==> config.mk <==
export PLATFORM = sky130hd
export DESIGN_NAME = branch_history_table
export DESIGN_NICKNAME = d
export VERILOG_FILES = /design/src/rtl/branch_history_table.sv
export SDC_FILE = /design/constraint.sdc
export NUM_CORES = 1
export LEC_CHECK = 0
export BUFFER_PORTS_ARGS = -buffer_cell sky130_fd_sc_hd__buf_2
export CORE_MARGIN = 4
export CORE_UTILIZATION = 25
export DETAILED_ROUTE_END_ITERATION = 16
export REMOVE_ABC_BUFFERS = 1
export SLEW_MARGIN = 25
export SYNTH_ARGS = -nofsm -noshare
export SYNTH_HDL_FRONTEND = slang
export SYNTH_SLANG_ARGS = --single-unit
==> constraint.sdc <==
create_clock -name clk -period 5.8 [get_ports clk]
set_input_delay 0.29 -clock clk [delete_from_list [all_inputs] [get_ports clk]]
set_output_delay 0.29 -clock clk [all_outputs]
set_load 0.02 [all_outputs]
==> src/rtl/branch_history_table.sv <==
// Direct-mapped table of 2-bit saturating branch predictors.
// Fetch reads a prediction combinationally; the resolve stage writes back
// outcomes. The table sweeps itself to INIT_STATE after reset or clear and
// keeps a saturating count of mispredicted updates.
module branch_history_table #(
  parameter int unsigned INDEX_BITS = 6,
  parameter logic [1:0]  INIT_STATE = 2'b01,
  parameter int unsigned STAT_WIDTH = 16
) (
  input  logic                  clk,
  input  logic                  reset_n,
  input  logic                  clear_i,
  input  logic [31:0]           pred_pc_i,
  output logic                  pred_taken_o,
  output logic [1:0]            pred_cnt_o,
  input  logic                  upd_valid_i,
  input  logic [31:0]           upd_pc_i,
  input  logic                  upd_taken_i,
  output logic                  ready_o,
  output logic [STAT_WIDTH-1:0] mispred_cnt_o
);

  localparam int unsigned Entries = 2 ** INDEX_BITS;

  typedef enum logic {StInit, StReady} state_e;

  state_e                state_q, state_d;
  logic [INDEX_BITS-1:0] idx_q, idx_d;
  logic [STAT_WIDTH-1:0] mis_q, mis_d;
  logic [1:0]            table_q [Entries];

  logic [INDEX_BITS-1:0] pred_idx, upd_idx;
  logic                  upd_apply, upd_correct;
  logic [1:0]            upd_cur, upd_new;

  assign pred_idx  = pred_pc_i[INDEX_BITS+1:2];
  assign upd_idx   = upd_pc_i[INDEX_BITS+1:2];
  assign ready_o   = (state_q == StReady);
  // Clear takes priority over a same-cycle update.
  assign upd_apply = upd_valid_i && ready_o && !clear_i;

  // PC bits outside the index are intentionally ignored (no tags).
  logic unused_pc_bits;
  assign unused_pc_bits = ^{pred_pc_i[31:INDEX_BITS+2], pred_pc_i[1:0],
                            upd_pc_i[31:INDEX_BITS+2], upd_pc_i[1:0]};

  // Saturating counter next value for the entry being updated.
  always_comb begin
    upd_cur     = table_q[upd_idx];
    upd_correct = (upd_cur[1] == upd_taken_i);
    upd_new     = upd_cur;
    unique case (upd_cur)
      2'b00: upd_new = upd_correct ? 2'b00 : 2'b01;
      2'b01: upd_new = upd_correct ? 2'b00 : 2'b10;
      2'b10: upd_new = upd_correct ? 2'b11 : 2'b01;
      2'b11: upd_new = upd_correct ? 2'b11 : 2'b10;
      default: upd_new = upd_cur;
    endcase
  end

  // Prediction read with same-cycle forwarding of an applied update.
  always_comb begin
    pred_cnt_o = 2'b00;
    if (ready_o) begin
      if (upd_apply && (upd_idx == pred_idx)) pred_cnt_o = upd_new;
      else                                    pred_cnt_o = table_q[pred_idx];
    end
    pred_taken_o = pred_cnt_o[1];
  end

  // Init sweep / ready FSM and mispredict statistics.
  always_comb begin
    state_d = state_q;
    idx_d   = idx_q;
    mis_d   = mis_q;
    unique case (state_q)
      StInit: begin
        if (clear_i) begin
          idx_d = '0;
          mis_d = '0;
        end else begin
          idx_d = idx_q + 1'b1;
          if (&idx_q) state_d = StReady;
        end
      end
      StReady: begin
        if (clear_i) begin
          state_d = StInit;
          idx_d   = '0;
          mis_d   = '0;
        end else if (upd_apply && !upd_correct && !(&mis_q)) begin
          mis_d = mis_q + 1'b1;
        end
      end
      default: state_d = StInit;
    endcase
  end

  // Control state registers.
  always_ff @(posedge clk or negedge reset_n) begin
    if (!reset_n) begin
      state_q <= StInit;
      idx_q   <= '0;
      mis_q   <= '0;
    end else begin
      state_q <= state_d;
      idx_q   <= idx_d;
      mis_q   <= mis_d;
    end
  end

  // Table storage: sweep writes during init, outcome writes when ready.
  always_ff @(posedge clk) begin
    if (state_q == StInit) begin
      table_q[idx_q] <= INIT_STATE;
    end else if (upd_apply) begin
      table_q[upd_idx] <= upd_new;
    end
  end

  assign mispred_cnt_o = mis_q;

endmodule

==> summary.md <==
| Metric | Value |
|---|---|
| Cell taking the most area after synthesis | `edfxtp_1` |
| Worst Setup Slack, final | `2.21 ns` |
| Final ANT Viol Nets | `0` |
| Share of layout cells above drive strength 1 | `26.1%` |
| Placed cell areas | `8370 um2` |
| Critical path's top delay family | `buffers and inverters` |
| Setup Crit Path Kind | `input pin to register` |
| Flop and latch count out of synthesis | `151` |
| Worst slack at placement | `1.56 ns` |
| Peak supply drop | `0.173 mV` |
| Via density | `5.00` |
| Port Buffers | `36` |
| Horiz. Die Dim | `185 um` |
| Number of synthesized flops with an enable pin | `128` |
| Gr usage total | `11.4%` |
| First-pass GRT wire length | `29.1 mm` |
| Setup_tns | `0 ns` |
| Rows | `64` |
| Clk buf depth | `2` |
| Nets | `640` |
| Hold Slack | `0.323 ns` |
| CP Data Required Time | `5.97 ns` |
| Routed wire per std cell | `19.6 um` |
| Fin util | `29.2%` |
| Startpoint Class | `input pin` |
| I/O pin count | `89` |
| Fin cells | `978` |
| Clock insertion delay at the later pin of the skew report | `0.43 ns` |
| Hold path start | `clear_i` |
| FILL cells | `3105` |
| Slew @ Worst Pin | `0.905 ns` |
| Bufs and invs on worst path | `2` |
| Die Y-Extent | `185 um` |
| Design Area, Final | `8990 um2` |
| Yosys warning count | `0` |
| Via count | `4892` |
| Post-synthesis cell type count | `54` |
| Die area | `34200 um2` |
| CP cell instances | `buf_2, mux4_2, nor2b_1, o21ai_0, a311oi_1, or2_2, maj3_1, nand2b_2, buf_4` |
| Setup repair bufs after CTS | `0` |
| DR pass1 iterations | `5` |
| Final worst path period need | `3.59 ns` |
| CTS tree | `built` |
| Vias in the first global route | `4804` |
| Post-synthesis sequential area ratio | `56.4%` |
| Power density cells | `274 nW/um2` |
| CORE AREA | `30700 um2` |
| Mapped Cells | `544` |
| RSZ-0062 raised after global routing | `false` |
| CP max FO | `40` |
| Leak pwr | `3.23 nW` |
| Reg2Reg Depth | `8` |
| Highest Clock Rate | `278 MHz` |
| Slowest stage delay, CP | `0.63 ns` |
| Ant diodes | `0` |
| Hold Fails Final Rpt | `0` |
| Power, Total | `2.46 mW` |
| Dpl hpwl | `12.6 mm` |
| Syn Std Cell Area | `7830 um2` |
| Final Max Tran Viols | `0` |
| Yosys top cell area share | `49.1%` |
| Clk sinks | `151` |
| Total CTS buffers | `17` |
| Worst Hold End | `idx_q[3]$_DFFE_PN0N_` |
| Area growth syn-to-layout | `14.8%` |
| Hold Path Class | `input pin to register` |
| R2R Setup Slk | `2.45 ns` |
| Post-Syn Area per Cell | `14.4 um2` |
| Fin crit share | `62.0%` |
| CTS clk-pin slew, worst paths | `0.06 ns` |
| Pin count of the biggest net entering global routing | `65` |
| Worst Path Arrival | `3.76 ns` |
| Final setup skew | `0.0179 ns` |
| Gr ovfl total | `0` |
| CP Capture Type | `register` |
| CTS Root Cell | `clkbuf_16` |
| Gpl congestion | `0.806` |
| Post-synth top flop | `edfxtp_1` |
| Max Cap Viol | `0` |
| Final wirelength | `19.2 mm` |
| CP max stage cell | `buf_2` |
| Resized cells post-CTS | `0` |
| DR iter-0 viols | `529` |
| FFs w/ async S/R, synth | `15.2%` |
| Setup violators final | `0` |
| Initial antenna violation count | `1` |
| Reg2reg start | `table_q[6][1]$_DFFE_PP_` |
| Worst R2R End | `table_q[37][0]$_DFFE_PP_` |
| Ranking of synthesized cells by area | `edfxtp_1 (49%), mux4_2 (20%), dfrtp_1 (7.4%), nor2_1 (4.3%), mux4_1 (1.7%)` |
| H-tree depth | `4` |
| Hold depth | `2` |
| Status | `finished clean` |
| Initial Util | `25.5%` |
| DRC Markers | `0` |
| Placed Instances | `945` |
| Max-Slew Margin vs Limit | `39.7%` |
==> cell usage in the layout, fill, tap and decap left out, types with 4 or more instances in the layout <==
master,netlist,routed
o31ai_1,4,4
buf_2,6,35
clkbuf_16,0,17
o21ai_0,15,15
and3_1,4,4
mux2_2,5,5
buf_4,1,6
inv_1,9,9
nor2b_1,8,8
mux4_2,68,68
mux2i_1,8,8
a21oi_1,13,13
inv_6,0,5
xnor2_1,4,4
nand2_1,31,31
xor2_1,9,9
nor2_1,89,89
edfxtp_1,128,128
or3_1,12,12
dfrtp_1,23,23
nand4_1,4,4
nand3_1,16,16
mux4_1,5,5
==> cell families (layout without fill, tap and decap cells) <==
family	after synthesis	in the layout	synth area share, %
AOI/OAI and AO/OA	62	62	5.23
and+or+nand+nor	183	183	10.6
muxes	86	86	23.0
adders and majority gates	4	4	0.591
DFF	151	151	56.4
xor gates and xnor gates	13	13	1.45
buffers and inverters	45	83	2.68
==> worst max path at each step <==
stage | startpoint | cells past startpoint | slack (ns) | end
finish | upd_pc_i[3] | 9 | 2.21 | table_q[37][0]$_DFFE_PP_
global route | upd_pc_i[3] | 9 | 1.98 | table_q[37][0]$_DFFE_PP_
CTS | upd_pc_i[2] | 11 | 1.89 | pred_cnt_o[1]
detailed placement | upd_pc_i[2] | 9 | 1.56 | table_q[10][0]$_DFFE_PP_
global placement | upd_pc_i[2] | 9 | 1.58 | table_q[10][0]$_DFFE_PP_
floorplan | table_q[39][1]$_DFFE_PP_ | 7 | 2.69 | table_q[0][0]$_DFFE_PP_
==> sequential cells by signal, indices dropped and copies added, names as in the netlist <==
register and cells:
mispred_cnt_o 16, idx_q 6, ready_o 1, table_q 128
==> where the power goes <==
part,internal [mW],leakage (nW),switching [mW]
Sequential,1.17,1.70,0.00495
Clock,0.654,0.295,0.484
Combinational,0.0598,1.23,0.0921
Total,1.88,3.23,0.581
==> cells in the mapped netlist (all sizes together), types with 3 or more instances <==
master / number
a31oi: 3
mux2i: 8
mux4: 73
clkbuf: 15
edfxtp: 128
dfrtp: 23
nand2: 31
mux2: 5
o21ai: 16
and3: 4
nor3: 3
nor2b: 8
nor2: 89
a21oi: 13
nand2b: 4
o21a: 3
xnor2: 4
nand3: 16
xor2: 9
inv: 9
a21boi: 3
a21o: 3
buf: 21
nand4: 4
or3: 12
o31ai: 4
==> metal layers <==
metal | track usage, % | wire [um]
met5 | 0 | 20
met4 | 3.61 | 401
met3 | 2.87 | 1210
met2 | 18.4 | 9350
met1 | 15.2 | 8180
==> layout make-up <==
type                            instances  area, um2  area share (%)
Multi-Input combinational cell        348       3200            35.6
Inverter                                9       33.8           0.376
Tap cell                              396        495            5.51
Timing Repair Buffer                   42        230            2.56
Sequential cell                       151       4420            49.2
Clock buffer                           18        429            4.77
Clock inverter                         14        179            1.99
==> timing repair <==
item	4_1_cts	5_1_grt
hold buffers	1	0
endpoints found under the setup margin	0	0
hold endpoints to repair	23	0
(Power assumes the default switching activity.)
